[config.mk]
export PLATFORM = sky130hd
export DESIGN_NAME = ddr_init_seq
export DESIGN_NICKNAME = d
export VERILOG_FILES = /design/src/rtl/ddr_pkg.sv /design/src/rtl/ddr_init_seq.sv
export SDC_FILE = /design/constraint.sdc
export NUM_CORES = 1
export LEC_CHECK = 0
export ABC_AREA = 1
export CELL_PAD_IN_SITES_DETAIL_PLACEMENT = 0
export CELL_PAD_IN_SITES_GLOBAL_PLACEMENT = 2
export CORE_ASPECT_RATIO = 0.9
export CORE_MARGIN = 4
export CORE_UTILIZATION = 31
export DETAILED_ROUTE_END_ITERATION = 10
export HOLD_SLACK_MARGIN = 0.06
export PLACE_DENSITY_LB_ADDON = 0.1
export SETUP_SLACK_MARGIN = 0.4
export SLEW_MARGIN = 0
export SYNTH_ARGS = -nofsm -noshare
export SYNTH_HDL_FRONTEND = slang
export SYNTH_SLANG_ARGS = --single-unit
[constraint.sdc]
create_clock -name clock_i -period 1.8 [get_ports clock_i]
set_clock_uncertainty 0.05 [all_clocks]
set_input_delay 0.18 -clock clock_i [delete_from_list [all_inputs] [get_ports clock_i]]
set_output_delay 0.18 -clock clock_i [all_outputs]
set_load 0.02 [all_outputs]
[src/rtl/ddr_pkg.sv]
`default_nettype none
// ---------------------------------------------------------------------------
// ddr_pkg : command encodings, FSM states and address masks for ddr_init_seq
// Rev 1.0 : initial release
// ---------------------------------------------------------------------------
package ddr_pkg;

  // {cs_n, ras_n, cas_n, we_n}
  localparam logic [3:0] CMD_NOP   = 4'b0111;
  localparam logic [3:0] CMD_PRE   = 4'b0010;
  localparam logic [3:0] CMD_AREF  = 4'b0001;
  localparam logic [3:0] CMD_LMR   = 4'b0000;
  localparam logic [3:0] CMD_DESEL = 4'b1111;

  localparam logic [12:0] A10_ALL_BANKS = 13'h400;
  localparam logic [12:0] MR_DLL_RESET  = 13'h100;

  localparam logic [2:0] LAST_STEP = 3'd7;

  typedef enum logic [2:0] {
    ST_IDLE  = 3'd0,
    ST_ISSUE = 3'd1,
    ST_WAIT  = 3'd2,
    ST_READY = 3'd3,
    ST_ERROR = 3'd4
  } state_t;

  function automatic int max_int(input int a, input int b);
    return (a > b) ? a : b;
  endfunction

endpackage
`default_nettype wire

[src/rtl/ddr_init_seq.sv]
`default_nettype none
// ---------------------------------------------------------------------------
// ddr_init_seq : DDR SDRAM power-up command sequencer driving an external timer
// Rev 1.0 : initial release
// ---------------------------------------------------------------------------
module ddr_init_seq
  import ddr_pkg::*;
#(
  parameter int          TIMER_BITS = 16,
  parameter int          T_PWR      = 20000,
  parameter int          T_RP       = 3,
  parameter int          T_MRD      = 2,
  parameter int          T_DLL      = 200,
  parameter int          T_RFC      = 8,
  parameter logic [12:0] MODE_REG   = 13'h032,
  parameter logic [12:0] EXT_MODE   = 13'h000,
  parameter int          TIMEOUT    = 65535
) (
  input  logic                  clock_i,
  input  logic                  reset_ni,
  input  logic                  init_i,
  output logic                  start_o,
  output logic [TIMER_BITS-1:0] count_o,
  input  logic                  done_i,
  output logic [3:0]            cmd_o,
  output logic [1:0]            ba_o,
  output logic [12:0]           addr_o,
  output logic                  ready_o,
  output logic                  error_o
);

  localparam int     CW      = $clog2(TIMEOUT + 1);
  localparam longint DLY_LIM = longint'(1) << TIMER_BITS;
  localparam int     MAX_DLY = max_int(max_int(max_int(T_PWR, T_RP), max_int(T_MRD, T_DLL)), T_RFC);

  localparam logic [TIMER_BITS-1:0] D_PWR = TIMER_BITS'(T_PWR);
  localparam logic [TIMER_BITS-1:0] D_RP  = TIMER_BITS'(T_RP);
  localparam logic [TIMER_BITS-1:0] D_MRD = TIMER_BITS'(T_MRD);
  localparam logic [TIMER_BITS-1:0] D_DLL = TIMER_BITS'(T_DLL);
  localparam logic [TIMER_BITS-1:0] D_RFC = TIMER_BITS'(T_RFC);

  generate
    if (longint'(MAX_DLY) >= DLY_LIM) begin : g_delay_overflow
      $error("ddr_init_seq: a delay does not fit in TIMER_BITS");
    end
    if (TIMEOUT < MAX_DLY + 2) begin : g_timeout_short
      $error("ddr_init_seq: TIMEOUT shorter than largest delay + 2");
    end
  endgenerate

  state_t                  state;
  logic [2:0]              step;
  logic [CW-1:0]           wait_cnt;

  logic [2:0]              issue_step;
  logic [3:0]              tbl_cmd;
  logic [1:0]              tbl_ba;
  logic [12:0]             tbl_addr;
  logic [TIMER_BITS-1:0]   tbl_delay;

  // Entry for the step about to be issued: step 0 from IDLE, otherwise the next one.
  always_comb begin
    issue_step = (state == ST_IDLE) ? 3'd0 : step + 3'd1;
    tbl_cmd    = CMD_NOP;
    tbl_ba     = 2'd0;
    tbl_addr   = 13'd0;
    tbl_delay  = D_PWR;
    case (issue_step)
      3'd0: begin tbl_cmd = CMD_NOP;  tbl_delay = D_PWR; end
      3'd1: begin tbl_cmd = CMD_PRE;  tbl_addr = A10_ALL_BANKS; tbl_delay = D_RP; end
      3'd2: begin tbl_cmd = CMD_LMR;  tbl_ba = 2'd1; tbl_addr = EXT_MODE; tbl_delay = D_MRD; end
      3'd3: begin tbl_cmd = CMD_LMR;  tbl_addr = MODE_REG | MR_DLL_RESET; tbl_delay = D_DLL; end
      3'd4: begin tbl_cmd = CMD_PRE;  tbl_addr = A10_ALL_BANKS; tbl_delay = D_RP; end
      3'd5: begin tbl_cmd = CMD_AREF; tbl_delay = D_RFC; end
      3'd6: begin tbl_cmd = CMD_AREF; tbl_delay = D_RFC; end
      3'd7: begin tbl_cmd = CMD_LMR;  tbl_addr = MODE_REG; tbl_delay = D_MRD; end
      default: ;
    endcase
  end

  always_ff @(posedge clock_i or negedge reset_ni) begin
    if (!reset_ni) begin
      state    <= ST_IDLE;
      step     <= 3'd0;
      wait_cnt <= '0;
      start_o  <= 1'b0;
      count_o  <= '0;
      cmd_o    <= CMD_DESEL;
      ba_o     <= 2'd0;
      addr_o   <= 13'd0;
      ready_o  <= 1'b0;
      error_o  <= 1'b0;
    end else begin
      start_o <= 1'b0;
      count_o <= '0;
      ba_o    <= 2'd0;
      addr_o  <= 13'd0;
      cmd_o   <= CMD_NOP;
      case (state)
        ST_IDLE: begin
          if (init_i) begin
            state   <= ST_ISSUE;
            step    <= issue_step;
            start_o <= 1'b1;
            count_o <= tbl_delay;
            cmd_o   <= tbl_cmd;
            ba_o    <= tbl_ba;
            addr_o  <= tbl_addr;
          end else begin
            cmd_o <= CMD_DESEL;
          end
        end
        ST_ISSUE: begin
          state    <= ST_WAIT;
          wait_cnt <= '0;
        end
        ST_WAIT: begin
          // First WAIT cycle ignores done_i: the timer may still show its previous done.
          if (wait_cnt != '0 && done_i) begin
            if (step == LAST_STEP) begin
              state   <= ST_READY;
              ready_o <= 1'b1;
            end else begin
              state   <= ST_ISSUE;
              step    <= issue_step;
              start_o <= 1'b1;
              count_o <= tbl_delay;
              cmd_o   <= tbl_cmd;
              ba_o    <= tbl_ba;
              addr_o  <= tbl_addr;
            end
          end else if (wait_cnt == CW'(TIMEOUT)) begin
            state   <= ST_ERROR;
            error_o <= 1'b1;
            ready_o <= 1'b0;
          end else begin
            wait_cnt <= wait_cnt + CW'(1);
          end
        end
        ST_READY: ready_o <= 1'b1;
        ST_ERROR: begin
          error_o <= 1'b1;
          ready_o <= 1'b0;
        end
        default: begin
          state <= ST_IDLE;
          cmd_o <= CMD_DESEL;
        end
      endcase
    end
  end

endmodule
`default_nettype wire
# Word-level counts from Yosys, hierarchy flattened
# Index checks and enable logic that the tools add are counted.
# totals
register_bits	60
in_bits	4
wordCells	97
# classes
bitwise	1
n_addsub	2
eq_ne	21
mux	44
reduce_logical	19
# ops
cell	n
2-to-1 mux 16 bit	5
case mux 16 bit (5 select lines)	1
case mux 16 bit (2 select lines)	2
2-to-1 mux 13 bit	3
case mux 11 bit (3 select lines)	1
case mux 13 bit (2 select lines)	1
2-to-1 mux 3 bit	7
== test 3 bit, second input constant	6
adder 16 x 1 -> 16 bit, second input constant	1
== test 16 bit, second input constant	1
case mux 4 bit (4 select lines)	1
nonzero test 16 bit	1
== test 3 x 2 -> 1 bit, second input constant	4
2-to-1 mux 1 bit	12
2-to-1 mux 4 bit	3
inequality test 2 bit, second input constant	6
case mux 3 bit (4 select lines)	1
case mux 4 bit (3 select lines)	1
AND reduction 3 bit	4
OR reduction 2 bit	4
== test 3 x 1 -> 1 bit, second input constant	2
logical NOT 3 bit	2
inequality test 3 bit, second input constant	2
case mux 1 bit (2 select lines)	3
10 further kinds	13

# Depth between registers and ports, before layout
# Gate-level depths: netlist (run 1).
# logic_depth
word_depth	8
mapped_depth	12

# Worst setup path before layout (run 1)
# Ideal clock, no wire load.
# synth_timing
path_type	register -> register
start	register wait_cnt[0]
end	register wait_cnt[13]
arrival_ns	1.457
stages_incl_launch_ff	11
setup_ns	0.074
period_less_slack_ns	1.581
t_required_ns	1.676
path_slack_ns	0.219
n_path_buf	1
path_cell_list	dfrtp_1 -> ha_1 -> inv_1 -> nor2_4 -> nand4_2 -> nand2_2 -> nand2_4 -> nand2_8 -> buf_12 -> nand2_2 -> o21ai_2
# synth_between
elab_chain_len	4
# synth_lines
element	line	source
from (decl)	ddr_init_seq.sv:53	logic [CW-1:0] wait_cnt;
from (signal assigned)	ddr_init_seq.sv:137	wait_cnt <= wait_cnt + CW'(1);
adder 16 x 1 -> 16 bit or nonzero test 16 bit (tied branches)	ddr_init_seq.sv:137, ddr_init_seq.sv:119	
2-to-1 mux 16 bit or logical AND 1 bit (tied branches)	ddr_init_seq.sv:132, ddr_init_seq.sv:119	
2-to-1 mux 16 bit or inequality test 2 bit (tied branches)	n/a	
case mux 16 bit (2 select lines) or AND reduction 3 bit (tied branches)	n/a	
# Several ways; a longest one is shown, not always the timed one. The select of a mux whose other input is x is not followed.
# A chain may end at the register's enable or synchronous reset.

# Worst setup path after layout (run 1)
# layout_timing
start	register wait_cnt[1]
end	register wait_cnt[12]
# Same word-level chain as after synthesis.

==> summary.md, run 1 <==
| Metric | Value |
|---|---|
| Maximum capacitance violations | `0` |
| Cts bufs inserted | `5` |
| Clock transition at path regs | `0.09 ns` |
| Switching power | `around 0.00039 W` |
| Cell type group with the largest total delay on the critical path | `simple AND/OR/NAND/NOR gates` |
| Largest net degree at the start of global routing | `39` |
| Detailed router's first-iteration violation count | `78` |
| Detailed-placement wirelength estimate | `about 4.2 mm` |
| Stages on worst setup path | `11` |
| Antenna diode instance count | `0` |
| Synth cell types | `34` |
| Die height | `91.4 microns` |
| Worst setup path start | `wait_cnt[1]` |
| Number of flops mapped to enable cells by yosys | `0` |
| Number of buffers on the longest clock path | `2` |
| CP endpoint | `wait_cnt[12]` |
| Launch point of the worst reg-to-reg path | `wait_cnt[1]` |
| Critical path type | `reg2reg` |
| Fraction of final layout cells with drive strength greater than 1 | `between 40% and 50%` |
| Maximum net fanout on the critical path | `7` |
| Run status | `complete, no violations` |
| H-tree depth reported by CTS | `2` |
| Setup_tns | `0 ns` |
| 1st-pass router iterations | `4` |
| Remaining global-route overflow | `0` |
| Library cell used as clock root buffer | `clkbuf_8` |
| Highest-count cells in the layout ignoring fill and taps | `nand2_1 (40), buf_4 (33), nor2_1 (29), dfrtp_1 (28), nand2_2 (27)` |
| Endpoint of the most critical register-to-register path | `wait_cnt[12]` |
| Total track usage | `14.0%` |
| Routed via count divided by cell count | `approximately 4.5` |
| Type of destination of the critical path | `flip-flop` |
| Routed via count | `2033` |
| Final setup violation count | `0` |
| Top achievable clock speed | `between 600 and 700 MHz` |
| WL final | `about 6.2 mm` |
| Initial antenna violation count | `0` |
| Transition time at the pin with the least slew margin | `~0.5 ns` |
| Fin nets | `roughly 360` |
| Register share of total power | `between 50% and 60%` |
| Area enclosed by the die boundary | `0.00921 sq mm` |
| Unrepaired setup endpoints after global routing | `yes` |
| Critical Path Source Type | `flip-flop` |
| Sequence of cells on the critical path | `inv_2 -> ha_4 -> nand2_4 -> nor2_4 -> nand2_4 -> nand2_4 -> inv_6 -> nand2_8 -> nand2_8 -> nand2_2 -> nand2_2` |
| Yosys warning total | `0` |
| Cell Pwr Density | `506 mW/mm^2` |
| Global-route wire length before repair | `~10 mm` |
| Number of rows in the core area | `30` |
| Post-synthesis cell area | `0.00240 sq mm` |
| Final Total Pwr | `between 0.0015 and 0.002 W` |
| Area of all placed cells without fillers | `0.00329 sq mm` |
| Switching portion of total power | `a little under a quarter` |
| Final hold violation count | `0` |
| Number of DRC violations after detailed routing | `0` |
| Routed len/inst | `roughly 14 microns` |
| Maximum vdd ir drop | `around 0.28 mV` |
| Core ar. | `roughly 0.0075 sq mm` |
| TritonCTS clock tree | `done` |
| Area after DPL | `0.00275 sq mm` |
| Data required time of the critical path | `a little under 2 ns` |
| Min-delay worst type | `in2async` |
| Max incr delay on CP | `roughly 0.45 ns` |
| Number of buffer cells added on primary ports | `26` |
| Clock insertion delay at the later pin of the skew report | `0.30 ns` |
| Critical path data arrival time | `between 1.5 and 2 ns` |
| Layout-stage area growth over the synthesis result | `37.3%` |
| Pins over their slew limit | `0` |
| Dominant synthesized flop cell | `dfrtp_1` |
| Post-layout minimum cycle time | `approximately 1.6 ns` |
| Final cycle utilization of the critical path | `90.0%` |
| Fraction of registers with async set/reset | `100%` |
| Proportion of synthesized chip area in sequential cells | `between 30 and 40%` |
| CP max-delay cell | `dfrtp_2` |
| Number of global-route vias before repair | `around 1900` |
| Static leakage power | `around 1.5 nW` |
| # clock sinks | `38` |
| Critical path's most frequent cell | `nand2_4` |
| Total of flip-flops plus latches after synthesis | `38` |
| Gate Count Post-Synth | `290` |
| Internal power | `roughly 0.0013 W` |
| Global placement routability congestion | `0.765` |
| Worst-case headroom to the max-slew limit | `roughly 67%` |
| Leading cell type in the layout, fill and taps excluded | `nand2_1` |
| R2R setup slack | `about 0.18 ns` |
| Clk pwr share | `about 46%` |
| Reg2reg path depth | `11` |
| Horizontal extent of the die | `around 100 microns` |
| Synthesized area per cell | `8.27 sq um` |
| Antenna-violating nets left | `0` |
| Combined buffer and inverter count along the critical path | `2` |
| Initial Util | `about a third` |
| Number of placed I/O pins | `42` |
| Combinational share of power | `about 3.3%` |
[metrics by stage]
step                      util, %  hold WS [ns]  instances  setup slack (ns)
after floorplan                 -        -0.166        304             0.257
after global placement       36.4         0.222        413            0.0263
after detailed placement     36.4         0.220        413            0.0129
after CTS                    41.6         0.431        441             0.154
after global routing         43.6         0.454        448            0.0894
final                        43.6         0.409        448             0.181
[worst min path at each step]
stage                        start           to  slack, ns  cells after the start
after CTS                 reset_ni  wait_cnt[7]       0.43                      3
after floorplan           reset_ni   addr_o[10]      -0.17                      0
after global routing       ready_o      ready_o       0.45                      2
after global placement    reset_ni  wait_cnt[7]       0.22                      2
after detailed placement  reset_ni  wait_cnt[7]       0.22                      2
final                     reset_ni  wait_cnt[7]       0.41                      3
[layout make-up]
type / instances / area [sq um]
clock buffer: 5 / 68.8
clock inverter: 3 / 45.0
fill: 787 / 4250
inverter: 23 / 95.1
multi-input combinational: 220 / 1470
sequential: 38 / 963
tap: 96 / 120
timing repair buffer: 63 / 531
[cell usage after synthesis, types with 3 or more instances]
| cell type | instances | share of area (%) |
|---|---|---|
| o21ai_0 | 7 | 1.5 |
| xor2_1 | 6 | 2.2 |
| inv_2 | 3 | 0.47 |
| buf_4 | 22 | 6.9 |
| nand3_1 | 31 | 6.5 |
| nand4_1 | 4 | 1.0 |
| nor2_1 | 33 | 5.2 |
| dfstp_2 | 4 | 4.4 |
| or2_2 | 7 | 1.8 |
| ha_1 | 4 | 2.1 |
| o21ai_2 | 11 | 4.0 |
| nand2_4 | 3 | 1.4 |
| nand2_1 | 61 | 9.5 |
| nand2_2 | 14 | 3.7 |
| dfrtp_1 | 34 | 35 |
| inv_1 | 20 | 3.1 |
| nor3_1 | 3 | 0.63 |
[worst min-delay path, delay by kind of cell]
kind,cells,cell delay (ns)
buffers and inverters,3,1.03
[registers in the layout (all words and copies together) (netlist names)]
| signal | cells |
|---|---|
| addr_o | 3 |
| wait_cnt | 16 |
| step | 3 |
| count_o | 5 |
| state | 3 |
| error_o | 1 |
| ready_o | 1 |
| ba_o | 1 |
| start_o | 1 |
| cmd_o | 4 |
[timing repair]
action / in CTS / in global routing
cloned: 3 / 0
setup endpoints to repair: 59 / 40
hold buffers: 1 / 0
endpoints found under the hold margin: 34 / 0
buffers inserted: 16 / 7
pin swaps: 12 / 16
gates resized for setup: 54 / 39
[power groups by stage]
stage | clock network [W] | registers [W] | logic, W
floorplan | 0 | 0.000870 | 0.0000521
global placement | 0 | 0.000870 | 0.0000543
detailed placement | 0 | 0.000870 | 0.0000544
CTS | 0.000783 | 0.000853 | 0.0000566
global route | 0.000821 | 0.000853 | 0.0000622
finish | 0.000759 | 0.000853 | 0.0000553
[kinds of logic after synthesis]
family	after synthesis	synth area share (%)
other cells	1	0.156
compound gates	25	7.30
flops	38	39.9
fa+ha+maj	4	2.09
simple gates	166	34.9
xor+xnor	7	2.56
buf+inv	49	13.1
[per-layer routing]
metal | share of wire [%] | GRT usage (%)
met1 | 50 | 21.1
met2 | 41 | 19.5
met3 | 6.7 | 2.76
met4 | 1.7 | 4.83
met5 | 0 | 0
No activity file was read; power rests on OpenSTA's default activity.
==> inputs of run 2 (changes only) <==
CELL_PAD_IN_SITES_DETAIL_PLACEMENT = 2   (was 0)
CORE_UTILIZATION = 33   (was 31)
REMOVE_ABC_BUFFERS = 1   (was unset)
clock period = 1.98 ns   (was 1.8 ns; I/O delays follow)
==> summary.md, run 2 (synthesis results as in run 1) <==
| Metric | Value |
|---|---|
| Clock transition at path regs | `0.09 ns (about the same)` |
| Maximum vdd ir drop | `0.322 mV (+13%)` |
| Global placement routability congestion | `0.782 (+2.2%)` |
| Fin worst setup slack | `0.246 ns (+0.0648 ns)` |
| # clock sinks | `38 (unchanged)` |
| Area of all placed cells without fillers | `0.00337 sq mm (+2.2%)` |
| Fin nets | `368 (+2.5%)` |
| Run status | `complete, no violations` |
| Area enclosed by the die boundary | `0.00870 sq mm (-5.6%)` |
| Clock insertion delay at the later pin of the skew report | `0.30 ns (about the same)` |
| Cell Pwr Density | `452 mW/mm^2 (-11%)` |
| Remaining global-route overflow | `0 (unchanged)` |
| Detailed-placement wirelength estimate | `4.62 mm (+10%)` |
| Leading cell type in the layout, fill and taps excluded | `buf_4` |
| Core ar. | `0.00708 sq mm (-6.2%)` |
| Final setup violation count | `0 (unchanged)` |
| Unrepaired setup endpoints after global routing | `yes` |
| Critical path type | `reg2reg` |
| Number of DRC violations after detailed routing | `0 (unchanged)` |
| Min-delay worst type | `in2async` |
| Initial Util | `33.9% (+2.1 points)` |
| Endpoint of the most critical register-to-register path | `wait_cnt[0]` |
| Critical Path Source Type | `flip-flop` |
| Number of buffer cells added on primary ports | `26 (unchanged)` |
| Type of destination of the critical path | `flip-flop` |
| Antenna-violating nets left | `0 (unchanged)` |
| Critical path data arrival time | `1.87 ns (+0.11 ns)` |
| Number of global-route vias before repair | `2320 (+22%)` |
| Post-route non-filler standard cell count | `454 (+1.3%)` |
| Top achievable clock speed | `577 MHz (-6.6%)` |
| Antenna diode instance count | `0 (unchanged)` |
| Total track usage | `18.6% (+4.6 points)` |
| Worst setup path start | `wait_cnt[13]` |
| DP Cell Count | `402 (-2.7%)` |
| Final Total Pwr | `0.00152 W (-8.8%)` |
| Horizontal extent of the die | `97.9 microns (-2.8%)` |
| Max incr delay on CP | `0.48 ns (+0.03 ns)` |
| Maximum capacitance violations | `0 (unchanged)` |
| Number of rows in the core area | `29 (-3.3%)` |
| Setup_tns | `0 ns (unchanged)` |
| Routed len/inst | `19.1 microns (+39%)` |
| CP max-delay cell | `dfrtp_2` |
| Cts bufs inserted | `5 (unchanged)` |
| Largest net degree at the start of global routing | `39 (unchanged)` |
| Reg2reg path depth | `10 (-1)` |
| Transition time at the pin with the least slew margin | `0.500 ns (-0.000291 ns)` |
| Pins over their slew limit | `0 (unchanged)` |
| R2R setup slack | `0.25 ns (+0.06 ns)` |
| WL final | `8.66 mm (+41%)` |
| Maximum net fanout on the critical path | `7 (unchanged)` |
| Die height | `88.9 microns (-2.8%)` |
| Max FFs per register | `16 (unchanged)` |
| Largest register by flop count | `wait_cnt` |
| Static leakage power | `1.50 nW (-0.15%)` |
| Worst-case headroom to the max-slew limit | `66.6% (about the same)` |
| Post-layout minimum cycle time | `1.73 ns (+0.115 ns)` |
| Initial antenna violation count | `0 (unchanged)` |
| H-tree depth reported by CTS | `2 (unchanged)` |
| Data required time of the critical path | `2.11 ns (+0.17 ns)` |
| Sequence of cells on the critical path | `nor2_1 -> nand2_1 -> nor2_2 -> nand2_2 -> nand2_4 -> inv_4 -> nand2_8 -> nand2_8 -> nand2_2 -> o21ai_1` |
| Number of buffers on the longest clock path | `2 (unchanged)` |
| Layout-stage area growth over the synthesis result | `40.4%` |
| Highest-count cells in the layout ignoring fill and taps | `buf_4 (43), nand2_1 (42), nand3_1 (27), nor2_1 (26), nand2_2 (26)` |
| Routed via count | `2239 (+10%)` |
| 1st-pass router iterations | `4 (unchanged)` |
| TritonCTS clock tree | `done` |
| Library cell used as clock root buffer | `clkbuf_8` |
| Final hold violation count | `0 (unchanged)` |
| Detailed router's first-iteration violation count | `93 (+19%)` |
| Global-route wire length before repair | `12.5 mm (+26%)` |
| Top flop regs | `wait_cnt x16, count_o x5, cmd_o x4` |
| Final cycle utilization of the critical path | `87.6% (-2.4 points)` |
| Post-placement setup slack | `0.0848 ns (+0.0719 ns)` |
| Launch point of the worst reg-to-reg path | `wait_cnt[13]` |
| Fraction of final layout cells with drive strength greater than 1 | `44.9% (+3.1 points)` |
| Area after DPL | `0.00263 sq mm (-4.1%)` |
| Routed via count divided by cell count | `4.93 (+8.7%)` |
| Number of placed I/O pins | `42 (unchanged)` |
==> run 2: cell count changes in the layout (fill, tap and decap cells not counted), sizes merged <==
| cell | delta |
|---|---|
| buf | +9 |
| clkdlybuf4s15 | -3 |
| clkdlybuf4s50 | +14 |
| dlygate4sd2 | -13 |
| dlymetal6s2s | +2 |
==> run 2: cell type report <==
cell class	instances	area, sq um
clock buffer	5	68.8
multi-input combinational	220	1470
clock inverter	3	45.0
timing repair buffer	72	607
tap	93	116
fill	789	3710
sequential	38	970
inverter	23	92.6
==> run 2: what timing repair did <==
| action | in CTS | in global routing |
|---|---|---|
| hold buffers | 1 | 0 |
| endpoints found under the hold margin | 34 | 0 |
| resized for setup | 45 | 44 |
| gates cloned | 3 | 0 |
| setup buffers | 25 | 15 |
| endpoints found under the setup margin | 39 | 39 |
| pin swaps | 17 | 25 |
==> run 2: stage by stage <==
| step | utilization, % | hold slack, ns |
|---|---|---|
| 2_1_floorplan | - | -0.148 |
| 5_1_grt | 47.6 | 0.489 |
| 3_3_place_gp | 37.2 | 0.238 |
| 3_5_place_dp | 37.2 | 0.248 |
| 6_report | 47.6 | 0.427 |
| 4_1_cts | 44.0 | 0.438 |
==> run 2: per-layer routing <==
metal,wire length (microns),track usage (%)
met5,0,0
met4,158,5.03
met3,293,3.15
met2,4300,32.3
met1,3910,24.1
==> run 2: worst max path at each step <==
stage	cells past startpoint	slack [ns]	endpoint
floorplan	9	0.40	wait_cnt[2]
global placement	7	0.14	state[0]
detailed placement	9	0.08	wait_cnt[3]
CTS	10	0.31	wait_cnt[3]
global route	6	0.14	count_o[3]
finish	10	0.25	wait_cnt[0]
==> run 2: critical path, delay by kind of cell, from the launching register on <==
family / cells / cell delay (ns)
flops: 1 / 0.48
buf+inv: 1 / 0.06
compound gates: 1 / 0.07
simple gates: 8 / 0.94
==> run 2: where the power goes <==
group          switching, W  internal (W)
logic             0.0000447    0.00000680
clock network      0.000319      0.000375
registers                 0      0.000776
total              0.000363       0.00116
==> inputs of run 3 (changes only) <==
CORE_UTILIZATION = 31   (was 33)
HOLD_SLACK_MARGIN = 0.05   (was 0.06)
SLEW_MARGIN = 20   (was 0)
clock period = 1.76 ns   (was 1.98 ns; I/O delays follow)
==> summary.md, run 3 (synthesis results as in run 1) <==
| Metric | Value |
|---|---|
| Clk pwr share | `44.5% (-1.1 points)` |
| Top Usage Layer GRT | `met2` |
| Highest-count cells in the layout ignoring fill and taps | `buf_4 (48), nand2_1 (43), dfrtp_1 (26), nor2_1 (20), nand3_1 (20)` |
| Maximum vdd ir drop | `0.323 mV (+0.46%)` |
| WL final | `8.92 mm (+2.9%)` |
| Combinational share of power | `3.5% (about the same)` |
| Total track usage | `18.6% (+0.065 points)` |
| Number of buffer cells added on primary ports | `26 (unchanged)` |
| Unrepaired setup endpoints after global routing | `yes` |
| Leading cell type in the layout, fill and taps excluded | `buf_4` |
| Post-placement setup slack | `-0.0677 ns (-0.152 ns)` |
| Largest net degree at the start of global routing | `39 (unchanged)` |
| Min-delay worst type | `in2async` |
| Post-route non-filler standard cell count | `469 (+3.3%)` |
| Critical path data arrival time | `1.80 ns (-0.07 ns)` |
| Routed len/inst | `19.0 microns (-0.39%)` |
| # clock sinks | `38 (unchanged)` |
| Area enclosed by the die boundary | `0.00921 sq mm (+5.9%)` |
| DP Cell Count | `416 (+3.5%)` |
| GR Util met3 | `3.46% (+0.30 points)` |
| TritonCTS clock tree | `done` |
| Antenna-violating nets left | `0 (unchanged)` |
| M1 GR Usage | `26.5% (+2.4 points)` |
| Max incr delay on CP | `0.42 ns (-0.06 ns)` |
| Register share of total power | `52.0% (+1.0 points)` |
| Largest register by flop count | `wait_cnt` |
| Final hold violation count | `0 (unchanged)` |
| Worst-case headroom to the max-slew limit | `65.0% (-1.6 points)` |
| Static leakage power | `1.64 nW (+9.4%)` |
| Global-route wire length before repair | `13.4 mm (+6.9%)` |
| Horizontal extent of the die | `101 microns (+2.9%)` |
| Reg2reg path depth | `11 (+1)` |
| Critical path type | `reg2reg` |
| 1st-pass router iterations | `4 (unchanged)` |
| Number of global-route vias before repair | `2443 (+5.3%)` |
| Final setup violation count | `0 (unchanged)` |
| Critical path's most frequent cell | `nand2_4` |
| Antenna diode instance count | `0 (unchanged)` |
| Library cell used as clock root buffer | `clkbuf_8` |
| Max FFs per register | `16 (unchanged)` |
| Number of rows in the core area | `30 (+3.4%)` |
| Clock transition at path regs | `0.08 ns (about the same)` |
| Switching portion of total power | `22.3% (-1.6 points)` |
| Cts bufs inserted | `5 (unchanged)` |
| Cell Pwr Density | `470 mW/mm^2 (+4.0%)` |
| Detailed-placement wirelength estimate | `5.03 mm (+9.0%)` |
| Fin worst setup slack | `0.0982 ns (-0.147 ns)` |
| Die height | `91.4 microns (+2.9%)` |
| Top flop regs | `wait_cnt x16, count_o x5, cmd_o x4` |
| Maximum net fanout on the critical path | `7 (unchanged)` |
| Routed via count | `2284 (+2.0%)` |
| Final cycle utilization of the critical path | `94.4% (+6.8 points)` |
| Switching power | `0.000374 W (+2.9%)` |
| Sequence of cells on the critical path | `inv_2 -> ha_4 -> nand2_4 -> nor2_4 -> nand2_4 -> nand2_4 -> inv_6 -> nand2_8 -> nand2_8 -> nand2_4 -> nand2_2` |
| Initial antenna violation count | `0 (unchanged)` |
| Core ar. | `0.00754 sq mm (+6.6%)` |
| H-tree depth reported by CTS | `2 (unchanged)` |
| Worst setup path start | `wait_cnt[0]` |
| Top achievable clock speed | `602 MHz (+4.4%)` |
| Maximum capacitance violations | `0 (unchanged)` |
| Number of DRC violations after detailed routing | `0 (unchanged)` |
| Remaining global-route overflow | `0 (unchanged)` |
| Clock insertion delay at the later pin of the skew report | `0.30 ns (about the same)` |
| Initial Util | `31.8% (-2.1 points)` |
| Critical Path Source Type | `flip-flop` |
| Data required time of the critical path | `1.89 ns (-0.22 ns)` |
| Type of destination of the critical path | `flip-flop` |
| CP max-delay cell | `dfrtp_1` |
| Internal power | `0.00131 W (+13%)` |
| Number of placed I/O pins | `42 (unchanged)` |
| Launch point of the worst reg-to-reg path | `wait_cnt[0]` |
| Fin nets | `380 (+3.3%)` |
| Pins over their slew limit | `0 (unchanged)` |
| Layout-stage area growth over the synthesis result | `49.0%` |
| Run status | `complete, no violations` |
| Global placement routability congestion | `0.768 (-1.8%)` |
| Fraction of final layout cells with drive strength greater than 1 | `51.2% (+6.3 points)` |
| Routed via count divided by cell count | `4.87 (-1.3%)` |
| Transition time at the pin with the least slew margin | `0.525 ns (+0.0247 ns)` |
| R2R setup slack | `0.1 ns (-0.15 ns)` |
| Post-layout minimum cycle time | `1.66 ns (-0.0726 ns)` |
| Number of buffers on the longest clock path | `2 (unchanged)` |
| Detailed router's first-iteration violation count | `81 (-13%)` |
| Met2 Use GR | `29.0% (-3.3 points)` |
-- run 3: changes by cell type in the layout (fill, tap and decap cells not counted), moves of 5 or more --
cell / before / now
nand3_1: 27 / 20
buf_4: 43 / 48
nand3_2: 4 / 11
nor2_1: 26 / 20
clkdlybuf4s50_1: 16 / 2
buf_6: 2 / 9
nand2_4: 8 / 18
nor2_4: 3 / 9
nand2_2: 26 / 16
dlygate4sd2_1: 7 / 19
-- run 3: worst paths after layout --
path | end
min reg2reg | error_o
min in group clock_i | error_o
min | wait_cnt[15]
max | wait_cnt[9]
max reg2reg | wait_cnt[9]
max in group asynchronous | wait_cnt[11]
-- run 3: repair_timing --
action                     4_1_cts  5_1_grt
hold buffers                     1        0
pin swaps                       22       27
hold endpoints to repair        34        0
setup buffers                   22       19
resized for setup               92       58
gates cloned                     3        0
setup endpoints to repair       60       42
-- run 3: power groups by stage --
stage | Clock (W) | Sequential (W) | Combinational [W]
6_report | 0.000748 | 0.000873 | 0.0000585
3_5_place_dp | 0 | 0.000890 | 0.0000559
2_1_floorplan | 0 | 0.000890 | 0.0000276
3_3_place_gp | 0 | 0.000890 | 0.0000558
5_1_grt | 0.000820 | 0.000873 | 0.0000648
4_1_cts | 0.000774 | 0.000873 | 0.0000585
-- run 3: through the flow --
| step | TNS (ns) | utilization, % | total power, W | hold slack (ns) | instance area (sq um) |
|---|---|---|---|---|---|
| 3_5_place_dp | -0.0722 | 36.0 | 0.000946 | 0.225 | 2720 |
| 2_1_floorplan | 0 | - | 0.000918 | -0.170 | 2220 |
| 3_3_place_gp | 0 | 36.0 | 0.000945 | 0.221 | 2720 |
| 5_1_grt | 0 | 47.4 | 0.00176 | 0.467 | 3570 |
| 6_report | 0 | 47.4 | 0.00168 | 0.416 | 3570 |
| 4_1_cts | 0 | 43.1 | 0.00170 | 0.426 | 3250 |
-- run 3: final cells by class --
type	instances	area (sq um)
fill	825	3970
multi-input combinational	220	1590
sequential	38	966
timing repair buffer	84	688
tap	96	120
inverter	23	100
clock buffer	7	76.3
clock inverter	1	30.0
-- run 3: per-layer routing --
metal  wire length (microns)  vias to the layer above  share of wire [%]
met2                    4400                       52                 49
met5                       0                        -                  0
met3                     335                       10                3.8
met4                      93                        0                1.0
met1                    4080                     1162                 46
li1                        -                     1060                  -
-- run 3: critical path: cells and delay by family (launching register included) --
family / cells / cell delay (ns)
fa+ha+maj: 1 / 0.14
flops: 1 / 0.42
buf+inv: 2 / 0.15
simple gates: 8 / 0.77
